File: src/rtl/link_word_aligner_pkg.sv
// -----------------------------------------------------------------------------
// link_align_pkg
// Shared types and helpers for the per-link word aligner.
//   align_state_t   : SEARCH / CONFIRM / LOCKED alignment state
//   hit_t           : result of a pattern search over the 16-bit window
//   cand_at()       : byte starting k bits into the window (bit 15 = earliest)
//   find_first_hit(): lowest offset k at which the pattern appears
// -----------------------------------------------------------------------------
package link_align_pkg;

    typedef enum logic [1:0] {
        SEARCH  = 2'd0,
        CONFIRM = 2'd1,
        LOCKED  = 2'd2
    } align_state_t;

    typedef struct packed {
        logic       found;
        logic [2:0] k;
    } hit_t;

    // Candidate k is window bits [15-k : 8-k]; shifting left by k moves them
    // to the top byte.
    function automatic logic [7:0] cand_at(input logic [15:0] win, input logic [2:0] k);
        logic [15:0] sh;
        sh = win << k;
        return sh[15:8];
    endfunction

    // Scan from the highest offset down so the lowest matching k is kept.
    function automatic hit_t find_first_hit(input logic [15:0] win, input logic [7:0] pattern);
        hit_t r;
        r = '{found: 1'b0, k: 3'd0};
        for (int k = 7; k >= 0; k--) begin
            if (cand_at(win, 3'(k)) == pattern) begin
                r.found = 1'b1;
                r.k     = 3'(k);
            end
        end
        return r;
    endfunction

endpackage

File: src/rtl/link_word_aligner_if.sv
// -----------------------------------------------------------------------------
// link_axis_if
// Minimal AXI-stream bundle used for both the raw input and aligned output.
//   tdata  : payload byte
//   tvalid : payload qualifier
//   tready : sink accept
// master drives tdata/tvalid, slave drives tready.
// -----------------------------------------------------------------------------
interface link_axis_if #(
    parameter int WIDTH = 8
);
    logic [WIDTH-1:0] tdata;
    logic             tvalid;
    logic             tready;

    modport master (output tdata, output tvalid, input tready);
    modport slave  (input tdata, input tvalid, output tready);
endinterface

File: src/rtl/link_word_aligner_fifo.sv
// -----------------------------------------------------------------------------
// sync_fifo_fwft
// Single-clock first-word-fall-through FIFO.
//   clk160, reset : clock, asynchronous active-high reset
//   flush         : synchronous empty; beats a same-cycle write
//   wr_en/wr_data : write request (dropped when full and no read)
//   rd_en/rd_data : read/accept; rd_data shows the head entry, 0 when empty
//   full, empty   : occupancy flags
//   wr_overflow   : one-cycle pulse when a write is dropped
// -----------------------------------------------------------------------------
module sync_fifo_fwft #(
    parameter int DEPTH = 4,
    parameter int WIDTH = 8
) (
    input  logic             clk160,
    input  logic             reset,
    input  logic             flush,
    input  logic             wr_en,
    input  logic [WIDTH-1:0] wr_data,
    input  logic             rd_en,
    output logic [WIDTH-1:0] rd_data,
    output logic             full,
    output logic             empty,
    output logic             wr_overflow
);
    localparam int AW = $clog2(DEPTH);

    logic [AW:0]      wr_ptr;
    logic [AW:0]      rd_ptr;
    logic [WIDTH-1:0] mem [DEPTH];
    logic             rd_fire;
    logic             wr_fire;

    assign empty   = (wr_ptr == rd_ptr);
    assign full    = (wr_ptr[AW] != rd_ptr[AW]) && (wr_ptr[AW-1:0] == rd_ptr[AW-1:0]);
    assign rd_fire = rd_en && !empty;
    // A read in the same cycle frees the slot, so a write to a full FIFO is
    // still accepted then.
    assign wr_fire     = wr_en && (!full || rd_fire) && !flush;
    assign wr_overflow = wr_en && full && !rd_fire && !flush;

    // Gating on empty keeps stale entries off the output after reset/flush.
    assign rd_data = empty ? '0 : mem[rd_ptr[AW-1:0]];

    // NOTE: sequential state uses non-blocking assignments so every register
    // samples pre-edge values regardless of statement order.
    always_ff @(posedge clk160 or posedge reset) begin
        if (reset) begin
            wr_ptr <= '0;
            rd_ptr <= '0;
        end else if (flush) begin
            wr_ptr <= '0;
            rd_ptr <= '0;
        end else begin
            if (wr_fire) wr_ptr <= wr_ptr + 1'b1;
            if (rd_fire) rd_ptr <= rd_ptr + 1'b1;
        end
    end

    // NOTE: storage is deliberately not reset; pointers define validity, and
    // leaving the array out of reset lets it map onto plain RAM/flops.
    always_ff @(posedge clk160) begin
        if (wr_fire) mem[wr_ptr[AW-1:0]] <= wr_data;
    end

endmodule

File: src/rtl/link_word_aligner.sv
// -----------------------------------------------------------------------------
// link_word_aligner
// Finds the bit phase of a training byte in a raw 8-bit/clk160 link stream,
// confirms and locks to it, and emits byte-aligned data through a FWFT FIFO.
//   clk160, reset     : clock, asynchronous active-high reset
//   in_axis (slave)   : raw bytes, bit 7 earliest; tready tied high
//   out_axis (master) : aligned bytes, tvalid = FIFO not empty
//   resync            : pulse; back to SEARCH, FIFO flushed
//   clear_status      : pulse; clears lock_loss_count and overflow
//   locked            : state is LOCKED
//   bit_offset        : selected offset 0..7
//   lock_loss_count   : saturating count of LOCKED->SEARCH drops
//   overflow          : sticky, FIFO write attempted while full
// -----------------------------------------------------------------------------
module link_word_aligner
    import link_align_pkg::*;
#(
    parameter logic [7:0] SYNC_PATTERN = 8'hAC,
    parameter int         LOCK_COUNT   = 16,
    parameter int         UNLOCK_COUNT = 4,
    parameter bit         DROP_IDLE    = 1'b0,
    parameter int         FIFO_DEPTH   = 4
) (
    input  logic              clk160,
    input  logic              reset,
    link_axis_if.slave        in_axis,
    link_axis_if.master       out_axis,
    input  logic              resync,
    input  logic              clear_status,
    output logic              locked,
    output logic [2:0]        bit_offset,
    output logic [7:0]        lock_loss_count,
    output logic              overflow
);
    localparam logic [7:0] LOCK_CNT8   = 8'(LOCK_COUNT);
    localparam logic [7:0] UNLOCK_CNT8 = 8'(UNLOCK_COUNT);

    align_state_t state;
    logic [7:0]   prev;
    logic [15:0]  win;
    hit_t         first_hit;
    logic [7:0]   cand_sel;
    logic         hit_sel;
    logic [7:0]   match_cnt;
    logic [7:0]   miss_cnt;
    logic [7:0]   aligned;
    logic         wr_en;
    logic         lock_lost;
    logic         fifo_ovf;
    logic         fifo_empty;
    logic         unused_fifo_full;

    assign in_axis.tready = 1'b1;

    assign win       = {prev, in_axis.tdata};
    assign first_hit = find_first_hit(win, SYNC_PATTERN);
    assign cand_sel  = cand_at(win, bit_offset);
    assign hit_sel   = (cand_sel == SYNC_PATTERN);

    // Lock drops only on a sync seen at a foreign offset; plain payload that
    // matches nowhere leaves the miss counter alone.
    assign lock_lost = in_axis.tvalid && !resync && (state == LOCKED) && !hit_sel &&
                       first_hit.found && (miss_cnt + 8'd1 == UNLOCK_CNT8);

    always_ff @(posedge clk160 or posedge reset) begin
        if (reset) begin
            state      <= SEARCH;
            locked     <= 1'b0;
            bit_offset <= 3'd0;
            match_cnt  <= 8'd0;
            miss_cnt   <= 8'd0;
        end else if (resync) begin
            state     <= SEARCH;
            locked    <= 1'b0;
            match_cnt <= 8'd0;
            miss_cnt  <= 8'd0;
        end else if (in_axis.tvalid) begin
            case (state)
                SEARCH: begin
                    if (first_hit.found) begin
                        bit_offset <= first_hit.k;
                        match_cnt  <= 8'd1;
                        if (LOCK_COUNT == 1) begin
                            state  <= LOCKED;
                            locked <= 1'b1;
                        end else begin
                            state <= CONFIRM;
                        end
                    end
                end
                CONFIRM: begin
                    if (hit_sel) begin
                        match_cnt <= match_cnt + 8'd1;
                        if (match_cnt + 8'd1 == LOCK_CNT8) begin
                            state  <= LOCKED;
                            locked <= 1'b1;
                        end
                    end else begin
                        // Re-search starts with the next valid byte.
                        match_cnt <= 8'd0;
                        state     <= SEARCH;
                    end
                end
                LOCKED: begin
                    if (hit_sel) begin
                        miss_cnt <= 8'd0;
                    end else if (lock_lost) begin
                        state     <= SEARCH;
                        locked    <= 1'b0;
                        miss_cnt  <= 8'd0;
                        match_cnt <= 8'd0;
                    end else if (first_hit.found) begin
                        miss_cnt <= miss_cnt + 8'd1;
                    end
                end
                default: begin
                    state  <= SEARCH;
                    locked <= 1'b0;
                end
            endcase
        end
    end

    // The write decision uses the pre-edge state, so the byte that completes
    // the lock is not written.
    always_ff @(posedge clk160 or posedge reset) begin
        if (reset) begin
            prev    <= 8'd0;
            aligned <= 8'd0;
            wr_en   <= 1'b0;
        end else begin
            wr_en <= in_axis.tvalid && !resync && (state == LOCKED) &&
                     !(DROP_IDLE && (cand_sel == SYNC_PATTERN));
            if (in_axis.tvalid) begin
                prev    <= in_axis.tdata;
                aligned <= cand_sel;
            end
        end
    end

    // clear_status wins over a same-cycle lock loss or overflow event.
    always_ff @(posedge clk160 or posedge reset) begin
        if (reset) begin
            lock_loss_count <= 8'd0;
            overflow        <= 1'b0;
        end else if (clear_status) begin
            lock_loss_count <= 8'd0;
            overflow        <= 1'b0;
        end else begin
            if (lock_lost && (lock_loss_count != 8'hFF)) lock_loss_count <= lock_loss_count + 8'd1;
            if (fifo_ovf) overflow <= 1'b1;
        end
    end

    // resync flushes the FIFO and squashes the write already in flight.
    sync_fifo_fwft #(
        .DEPTH (FIFO_DEPTH),
        .WIDTH (8)
    ) u_fifo (
        .clk160      (clk160),
        .reset       (reset),
        .flush       (resync),
        .wr_en       (wr_en),
        .wr_data     (aligned),
        .rd_en       (out_axis.tready),
        .rd_data     (out_axis.tdata),
        .full        (unused_fifo_full),
        .empty       (fifo_empty),
        .wr_overflow (fifo_ovf)
    );

    assign out_axis.tvalid = !fifo_empty;

endmodule

File: src/flat_wrapper.sv
// flat-port wrapper written by rule: the top's interface ports become plain ports
module link_word_aligner_flat import link_align_pkg::*;
#(
    parameter logic [7:0] SYNC_PATTERN = 8'hAC,
    parameter int         LOCK_COUNT   = 16,
    parameter int         UNLOCK_COUNT = 4,
    parameter bit         DROP_IDLE    = 1'b0,
    parameter int         FIFO_DEPTH   = 4
)
  (clk160, reset, resync, clear_status, locked, bit_offset, lock_loss_count, overflow, in_axis_tdata, in_axis_tvalid, in_axis_tready, out_axis_tdata, out_axis_tvalid, out_axis_tready);
  link_axis_if #(.WIDTH(8)) in_axis_i ();
  link_axis_if #(.WIDTH(8)) out_axis_i ();
  input  logic clk160;
  input  logic reset;
  input  logic resync;
  input  logic clear_status;
  output logic locked;
  output logic [2:0] bit_offset;
  output logic [7:0] lock_loss_count;
  output logic overflow;
  input wire logic [$bits(in_axis_i.tdata)-1:0] in_axis_tdata;
  input wire logic [$bits(in_axis_i.tvalid)-1:0] in_axis_tvalid;
  output wire logic [$bits(in_axis_i.tready)-1:0] in_axis_tready;
  output wire logic [$bits(out_axis_i.tdata)-1:0] out_axis_tdata;
  output wire logic [$bits(out_axis_i.tvalid)-1:0] out_axis_tvalid;
  input wire logic [$bits(out_axis_i.tready)-1:0] out_axis_tready;
  assign in_axis_i.tdata = in_axis_tdata;
  assign in_axis_i.tvalid = in_axis_tvalid;
  assign in_axis_tready = in_axis_i.tready;
  assign out_axis_tdata = out_axis_i.tdata;
  assign out_axis_tvalid = out_axis_i.tvalid;
  assign out_axis_i.tready = out_axis_tready;
  link_word_aligner #(.SYNC_PATTERN(SYNC_PATTERN), .LOCK_COUNT(LOCK_COUNT), .UNLOCK_COUNT(UNLOCK_COUNT), .DROP_IDLE(DROP_IDLE), .FIFO_DEPTH(FIFO_DEPTH)) u_core (.clk160(clk160), .reset(reset), .in_axis(in_axis_i), .out_axis(out_axis_i), .resync(resync), .clear_status(clear_status), .locked(locked), .bit_offset(bit_offset), .lock_loss_count(lock_loss_count), .overflow(overflow));
endmodule
File: config.mk
export PLATFORM = sky130hd
export DESIGN_NAME = link_word_aligner_flat
export DESIGN_NICKNAME = d
export VERILOG_FILES = /design/src/rtl/link_word_aligner_pkg.sv /design/src/rtl/link_word_aligner_if.sv /design/src/rtl/link_word_aligner_fifo.sv /design/src/rtl/link_word_aligner.sv /design/src/flat_wrapper.sv
export SDC_FILE = /design/constraint.sdc
export NUM_CORES = 1
export LEC_CHECK = 0
export ABC_AREA = 0
export BUFFER_PORTS_ARGS = -buffer_cell sky130_fd_sc_hd__buf_2
export CAP_MARGIN = 20
export CORE_UTILIZATION = 50
export CTS_BUF_LIST = sky130_fd_sc_hd__clkbuf_4
export DETAILED_ROUTE_END_ITERATION = 6
export GPL_ROUTABILITY_DRIVEN = 0
export MAX_ROUTING_LAYER = met4
export PLACE_DENSITY = 0.68
export SLEW_MARGIN = 30
export SYNTH_ARGS = -nofsm -noshare
export SYNTH_HDL_FRONTEND = slang
export SYNTH_HIERARCHICAL = 1
export SYNTH_SLANG_ARGS = --single-unit
export TNS_END_PERCENT = 30
File: constraint.sdc
create_clock -name clk160 -period 3 [get_ports clk160]
set_clock_uncertainty 0.05 [all_clocks]
set_input_delay 0.15 -clock clk160 [delete_from_list [all_inputs] [get_ports clk160]]
set_output_delay 0.15 -clock clk160 [all_outputs]
set_load 0.02 [all_outputs]
==> results of run 1 <==
==> metal layers <==
metal,global-route usage,part of all wire,up-vias
li1,-,-,1767
met1,0.291,0.47,1792
met2,0.340,0.47,76
met3,0.0404,0.034,19
met4,0.0736,0.019,0
met5,-,0,-
==> layout make-up <==
type	count	area (sq um)	share of cell area
inverters	17	66.3	0.0120
clock buffers	9	67.6	0.0122
clock inverters	7	72.6	0.0131
well taps	133	166	0.0301
flip-flops and latches	86	2310	0.418
multi-input cells	332	2480	0.448
repair buffers	56	370	0.0669
==> worst min-delay path by stage <==
stage,endpoint,slack [ps],cells past startpoint
2_1_floorplan,u_core/u_fifo/rd_ptr[0],-110,1
3_3_place_gp,u_core/u_fifo/wr_ptr[0],60,2
3_5_place_dp,u_core/u_fifo/wr_ptr[2],70,2
4_1_cts,u_core/prev[6],30,2
5_1_grt,u_core/prev[6],50,2
6_report,u_core/prev[6],70,2
==> logic make-up (layout without fill, tap and decap cells) <==
kind of cell,count (synthesis),after routing
AO/OA/AOI/OAI,73,73
XOR/XNOR,14,14
multiplexers,49,49
buffers and inverters,40,89
flip-flops,86,86
adder cells (fa/ha/maj),12,12
AND/OR/NAND/NOR,183,183
other,1,1
==> Yosys cell counts, types with 12 or more instances <==
| cell type | number | area (sq um) |
|---|---|---|
| edfxtp_1 | 32 | 961 |
| mux2i_1 | 23 | 230 |
| nand2_1 | 28 | 105 |
| inv_1 | 17 | 63.8 |
| nand2b_1 | 15 | 93.8 |
| mux4_2 | 13 | 293 |
| nor2b_1 | 23 | 144 |
| o21ai_0 | 18 | 90.1 |
| dfrtp_1 | 54 | 1350 |
| nand3_1 | 16 | 80.1 |
| ha_1 | 12 | 150 |
| nor2_1 | 38 | 143 |
| a21oi_1 | 18 | 90.1 |
| nand4_1 | 14 | 87.6 |
==> registers in the layout, indices dropped and copies added (netlist names) <==
name and count:
u_core/match_cnt 8, u_core/u_fifo/rd_ptr 3, u_core/state 2, u_core/wr_en 1
u_core/lock_loss_count 8, u_core/prev 8, u_core/locked 1, u_core/miss_cnt 8
u_core/u_fifo/mem 32, u_core/overflow 1, u_core/aligned 8, u_core/u_fifo/wr_ptr 3
u_core/bit_offset 3
==> repair_timing <==
action / CTS / global route
setup endpoints to repair: 0 / 1
buffers inserted: 0 / 0
endpoints found under the hold margin: 70 / 0
hold buffers: 10 / 0
resized for setup: 0 / 2
==> worst max-delay path, delay by kind of cell, from the launching register on <==
family	cells	cell delay, ps
simple gates	5	1310
compound gates	3	780
flops	1	560
==> power breakdown <==
group,switching (mW),total [mW],leakage (nW),internal (mW)
combinational,0.216,0.389,1.13,0.173
sequential,0.0664,1.35,0.993,1.28
clock,0.459,0.655,0.0737,0.196
total,0.741,2.39,2.20,1.65
==> metrics.md, run 1 <==
| Metric | Value |
|---|---|
| Run status | `finished, final reports clean` |
| VDD IR-drop max | `0.265 mV` |
| Worst R2R End | `u_core/match_cnt[5]` |
| Tightest Pin Transition | `slightly below 700 ps` |
| Net Count, Synth | `between 400 and 500` |
| Main synth FF type | `dfrtp_1` |
| RSZ-0062 raised after global routing | `no` |
| Vias in the first global route | `between 3000 and 4000` |
| Vias | `3654` |
| Setup violators final | `0` |
| Clock sink count | `86` |
| DR DRC count | `0` |
| Post-Synth Simple-Gate Area | `0.202` |
| Critical path launch point type | `flop` |
| Nets | `528` |
| Max-Cap Viols | `0` |
| Post-DP Area | `approximately 0.0053 sq mm` |
| Initial antenna violation count | `0` |
| Area Overhead vs Synth | `11.0%` |
| Grt ovf | `0` |
| Layout fillers | `between 800 and 900` |
| Non-Filler Instances | `between 600 and 700` |
| Place WS | `between 200 and 250 ps` |
| Share of layout cells above drive strength 1 | `0.213` |
| Die Area | `between 0.01 and 0.015 sq mm` |
| Placed cell count | `just over 600` |
| Critical Path Source | `u_core/prev[0]` |
| Tcrit/Tclk final | `0.926` |
| Detailed-route wire length per cell | `between 15 and 20 um` |
| Most frequent cells in the layout | `dfrtp_1, nor2_1, buf_2, edfxtp_1, nand2_1` |
| Setup TNS | `0 ps` |
| All-Layer GR Usage | `0.219` |
| Clk_lat worst skew | `approximately 440 ps` |
| XOR/XNOR share of the synthesized area | `0.0291` |
| Final instance area | `between 0.005 and 0.006 sq mm` |
| Diode count | `0` |
| Initial Util | `0.512` |
| # rows | `36` |
| PortBufs | `35` |
| Bufs on Longest Clock Path | `2` |
| Die X | `approximately 100 um` |
| Largest family of logic cells by synthesized area | `simple AND/OR/NAND/NOR gates` |
| Min-delay src | `in_axis_tdata[6]` |
| Cell count of the worst reg-to-reg path | `8` |
| Via density | `approximately 5.7` |
| Clock Pin Slew Worst Setup and Hold Paths | `about 150 ps` |
| PD cells | `roughly 430 mW/mm^2` |
| Post-layout min period | `around 2800 ps` |
| Ys Warns | `6` |
| Initial DRC Count | `a little under 200` |
| FF-to-FF Start | `u_core/prev[0]` |
| DIE HEIGHT | `102 um` |
| Crit path capture type | `flop` |
| Setup CP Type | `flop to flop` |
| DP HPWL | `between 7000 and 8000 um` |
| # IOs | `37` |
| First-pass GRT wire length | `16900 um` |
| Worst endpoint data arrival time | `around 3100 ps` |
| Worst slew margin | `0.542` |
| EDFF count, synth | `32` |
| Core region area | `between 0.009 and 0.01 sq mm` |
| Syn_area_per_cell | `between 10 and 15 sq um` |
| Adder-cell share of the synthesized area | `0.0301` |
| Crit path to | `u_core/match_cnt[5]` |
| Compound-cell area share of the yosys netlist | `0.0989` |
| Antenna-violating nets left | `0` |
| Worst min path class | `primary input to flop` |
| CP max-delay cell | `dfrtp_1` |
| Register-to-register path setup slack | `between 200 and 250 ps` |
| Worst-path cell chain | `nor4bb_1, nand3_1, nand4_1, o31ai_2, a211oi_2, nor2_1, or3_4, o31ai_1` |
| Final Total Pwr | `about 2.4 mW` |
| Commonest non-fill, non-tap cell in the layout | `dfrtp_1` |
| Sequential fraction of the synthesis area | `0.464` |
| CTS Root Cell | `clkbuf_4` |
| CTS Buf Count | `9` |
| LEAKAGE | `around 2.2 nW` |
| Netlist cell types | `66` |
| Largest net degree at the start of global routing | `49` |
| Final Core Density | `0.569` |
| Worst hold slack | `a little under 70 ps` |
| Mapped Area | `0.00498 sq mm` |
| Max Slew Vio Count | `0` |
| CTS tree | `built` |
| CP max FO | `10` |
| Final WS setup | `between 200 and 250 ps` |
| Post-synth ARST share | `0.628` |
| WP data required | `3310 ps` |
| Final Hold Vio Count | `0` |
| Cells after Synth | `roughly 460` |
| Crit-path max cell delay | `between 500 and 600 ps` |
| H-tree Lvls | `3` |
| DRT Pass-1 Iters | `4` |
| Synth Register Bits | `86` |
| Final wirelength | `just over 10000 um` |
| Multiplexer share of the synthesized area | `0.135` |
| Maximum clock rate | `between 0.3 and 0.4 GHz` |
(Power assumes the default switching activity.)
==> inputs of run 2 (changes only) <==
--- a/config.mk
+++ b/config.mk
@@ -17,6 +17,5 @@
 export SLEW_MARGIN = 30
 export SYNTH_ARGS = -nofsm -noshare
 export SYNTH_HDL_FRONTEND = slang
-export SYNTH_HIERARCHICAL = 1
 export SYNTH_SLANG_ARGS = --single-unit
 export TNS_END_PERCENT = 30
==> metrics.md, run 2 <==
| Metric | Value |
|---|---|
| Sw power | `0.694 mW (-6.3%)` |
| DR DRC count | `0 (unchanged)` |
| Hold EP | `u_core.state[0]` |
| Mapped Area | `0.00484 sq mm (-2.8%)` |
| PortBufs | `35 (unchanged)` |
| Largest register FFs | `32 (unchanged)` |
| Register-to-register path setup slack | `120 ps (-100 ps)` |
| Worst endpoint data arrival time | `3180 ps (+100 ps)` |
| Setup TNS | `0 ps (unchanged)` |
| Sequential fraction of the synthesis area | `0.478 (+0.0135)` |
| PD cells | `411 mW/mm^2 (-4.8%)` |
| Most area-hungry cell type in the Yosys netlist | `dfrtp_1` |
| FF-to-FF Start | `u_core.miss_cnt[3]` |
| Maximum clock rate | `0.348 GHz (-3.4%)` |
| Tcrit/Tclk final | `0.959 (+0.0330)` |
| Comb power frac | `0.137 (-0.026)` |
| LEAKAGE | `2.28 nW (+3.8%)` |
| Setup violators final | `0 (unchanged)` |
| Net Count, Synth | `454 (-6.2%)` |
| Cells after Synth | `427 (-6.8%)` |
| Max Slew Vio Count | `0 (unchanged)` |
| Crit-path max cell delay | `680 ps (+120 ps)` |
| Crit-path leading delay family | `simple AND/OR/NAND/NOR gates` |
| Bufs on Longest Clock Path | `2 (unchanged)` |
| Final Total Pwr | `2.30 mW (-3.8%)` |
| Net Sw Frac | `0.302 (-0.00821)` |
| # rows | `35 (-2.8%)` |
| H-tree Lvls | `3 (unchanged)` |
| Nets | `526 (-0.38%)` |
| Post-synth ARST share | `0.628 (unchanged)` |
| Syn_area_per_cell | `11.3 sq um (+4.2%)` |
| Most frequent cells in the layout | `dfrtp_1, nor2_1, buf_2, buf_4, edfxtp_1` |
| Place WS | `-30.0 ps (-241 ps)` |
| VDD IR-drop max | `0.264 mV (-0.25%)` |
| Area Overhead vs Synth | `15.5%` |
| Critical path buffers and inverters | `0 (unchanged)` |
| Critical path launch point type | `flop` |
| Synth Register Bits | `86 (unchanged)` |
| Worst-path cell chain | `and3_1, nand3_1, or4b_2, a2111o_1, nor4_4, or3_4, mux2_4` |
| Worst R2R End | `u_core.match_cnt[0]` |
| Main synth FF type | `dfrtp_1` |
| Tightest Pin Transition | `546 ps (-140 ps)` |
| Setup CP Type | `flop to flop` |
| Largest net degree at the start of global routing | `31 (-37%)` |
| WP data required | `3300 ps (about the same)` |
| Diode count | `0 (unchanged)` |
| Commonest non-fill, non-tap cell in the layout | `dfrtp_1` |
| CP max FO | `8 (-2)` |
| Top cells by area, synth | `dfrtp_1, edfxtp_1, mux2i_1` |
| # IOs | `37 (unchanged)` |
| Clk_lat worst skew | `450 ps (about the same)` |
| Min-delay src | `resync` |
| Reg power frac | `0.574 (+0.010)` |
| P_int | `1.61 mW (-2.6%)` |
| Most frequent cells after synthesis | `dfrtp_1, nor2_1, edfxtp_1` |
| Worst slew margin | `0.635 (+0.0931)` |
| DRT Pass-1 Iters | `4 (unchanged)` |
| Initial Util | `0.519 (+0.00690)` |
| Via density | `5.68 (-0.44%)` |
| Vias in the first global route | `3488 (-0.51%)` |
| Ys Warns | `0 (-6)` |
| CP max-delay cell | `or4b_2` |
| Final wirelength | `9910 um (-1.7%)` |
| Cell count of the worst reg-to-reg path | `7 (-1)` |
| WP depth | `7 (-1)` |
| Clock sink count | `86 (unchanged)` |
| Crit path capture type | `flop` |
| Final WS setup | `124 ps (-99.1 ps)` |
| Initial antenna violation count | `0 (unchanged)` |
| CTS Buf Count | `9 (unchanged)` |
| CTS tree | `built` |
| Cells on Worst Hold Path | `4 (+2)` |
| EDFF count, synth | `32 (unchanged)` |
| Share of layout cells above drive strength 1 | `0.262 (+0.0489)` |
| Worst min path class | `primary input to flop` |
| Cell with the most instances after synthesis | `dfrtp_1` |
| First-pass GRT wire length | `16600 um (-1.9%)` |
| Die X | `100 um (-1.4%)` |
| Worst hold slack | `47.2 ps (-20.2 ps)` |
| Die Area | `0.0101 sq mm (-2.8%)` |
| Clk pwr share | `0.289 (+0.015)` |
| Max-Cap Viols | `0 (unchanged)` |
| RSZ-0062 raised after global routing | `no` |
| Final Hold Vio Count | `0 (unchanged)` |
| CTS Root Cell | `clkbuf_4` |
| Netlist cell types | `68 (+3.0%)` |
| Clock Pin Slew Worst Setup and Hold Paths | `160 ps (about the same)` |
| Run status | `finished, final reports clean` |
| All-Layer GR Usage | `0.218 (-0.00114)` |
| Yosys top cell area share | `0.279 (+0.00792)` |
| DP HPWL | `7050 um (-0.15%)` |
| Post-layout min period | `2880 ps (+99.1 ps)` |
| Vias | `3598 (-1.5%)` |
| Core region area | `0.00933 sq mm (-4.1%)` |
| Initial DRC Count | `181 (-6.7%)` |
| Antenna-violating nets left | `0 (unchanged)` |
| DIE HEIGHT | `100 um (-1.4%)` |
| Detailed-route wire length per cell | `15.7 um (-0.60%)` |
| Grt ovf | `0 (unchanged)` |
## run 2: per-layer routing
layer  share of wire  global-route usage  wire, um
met2            0.47               0.338      4710
met4           0.016              0.0780       159
met5               0                   -         0
met3           0.039              0.0460       389
met1            0.47               0.284      4660
## run 2: how the worst max path moves through the flow
stage | start | end | slack (ps)
after floorplan | u_core.bit_offset[1] | u_core.match_cnt[0] | -190
after global placement | u_core.bit_offset[1] | u_core.match_cnt[0] | 30
after detailed placement | u_core.bit_offset[1] | u_core.match_cnt[0] | -30
after CTS | u_core.bit_offset[1] | u_core.match_cnt[0] | 40
after global routing | u_core.bit_offset[1] | u_core.state[0] | 2
final | u_core.miss_cnt[3] | u_core.match_cnt[0] | 120
## run 2: cell families after synthesis
group | Yosys count | share of synthesized area
AOI/OAI and AO/OA | 68 | 0.112
xor gates and xnor gates | 11 | 0.0199
adders and majority gates | 13 | 0.0336
buffers and inverters | 36 | 0.0403
DFF | 86 | 0.478
muxes | 51 | 0.135
other | 1 | 0.000774
and+or+nand+nor | 161 | 0.181
## run 2: stage by stage
| stage | std cells | utilization | area, sq um |
|---|---|---|---|
| after detailed placement | 599 | 0.563 | 5250 |
| after floorplan | 427 | - | 4840 |
| final | 633 | 0.600 | 5590 |
| after global routing | 633 | 0.600 | 5590 |
| after CTS | 633 | 0.597 | 5570 |
| after global placement | 599 | 0.563 | 5250 |
## run 2: power groups by stage
stage | Clock (mW) | Combinational (mW) | Sequential [mW]
after global placement | 0 | 0.288 | 1.34
after floorplan | 0 | 0.223 | 1.33
after detailed placement | 0 | 0.295 | 1.34
final | 0.665 | 0.315 | 1.32
after CTS | 0.689 | 0.312 | 1.32
after global routing | 0.740 | 0.351 | 1.33
## run 2: final cells by class
cell class,instances,area [sq um]
Inverter,17,63.8
Clock buffer,9,67.6
Sequential cell,86,2310
Multi-Input combinational cell,305,2370
Timing Repair Buffer,80,538
Fill cell,766,3730
Clock inverter,7,73.8
Tap cell,129,161
## run 2: worst min-delay path, stage by stage
cell,delay (ps)
buf_2,90
inv_1,110
nand2_1,80
mux2i_1,60
## run 2: timing repair
action / in CTS / in global routing
endpoints found under the setup margin: 3 / 8
pin swaps: 1 / 4
hold endpoints to repair: 39 / 0
hold buffers: 11 / 0
resized for setup: 2 / 6
setup buffers: 7 / 0
cloned: 0 / 0
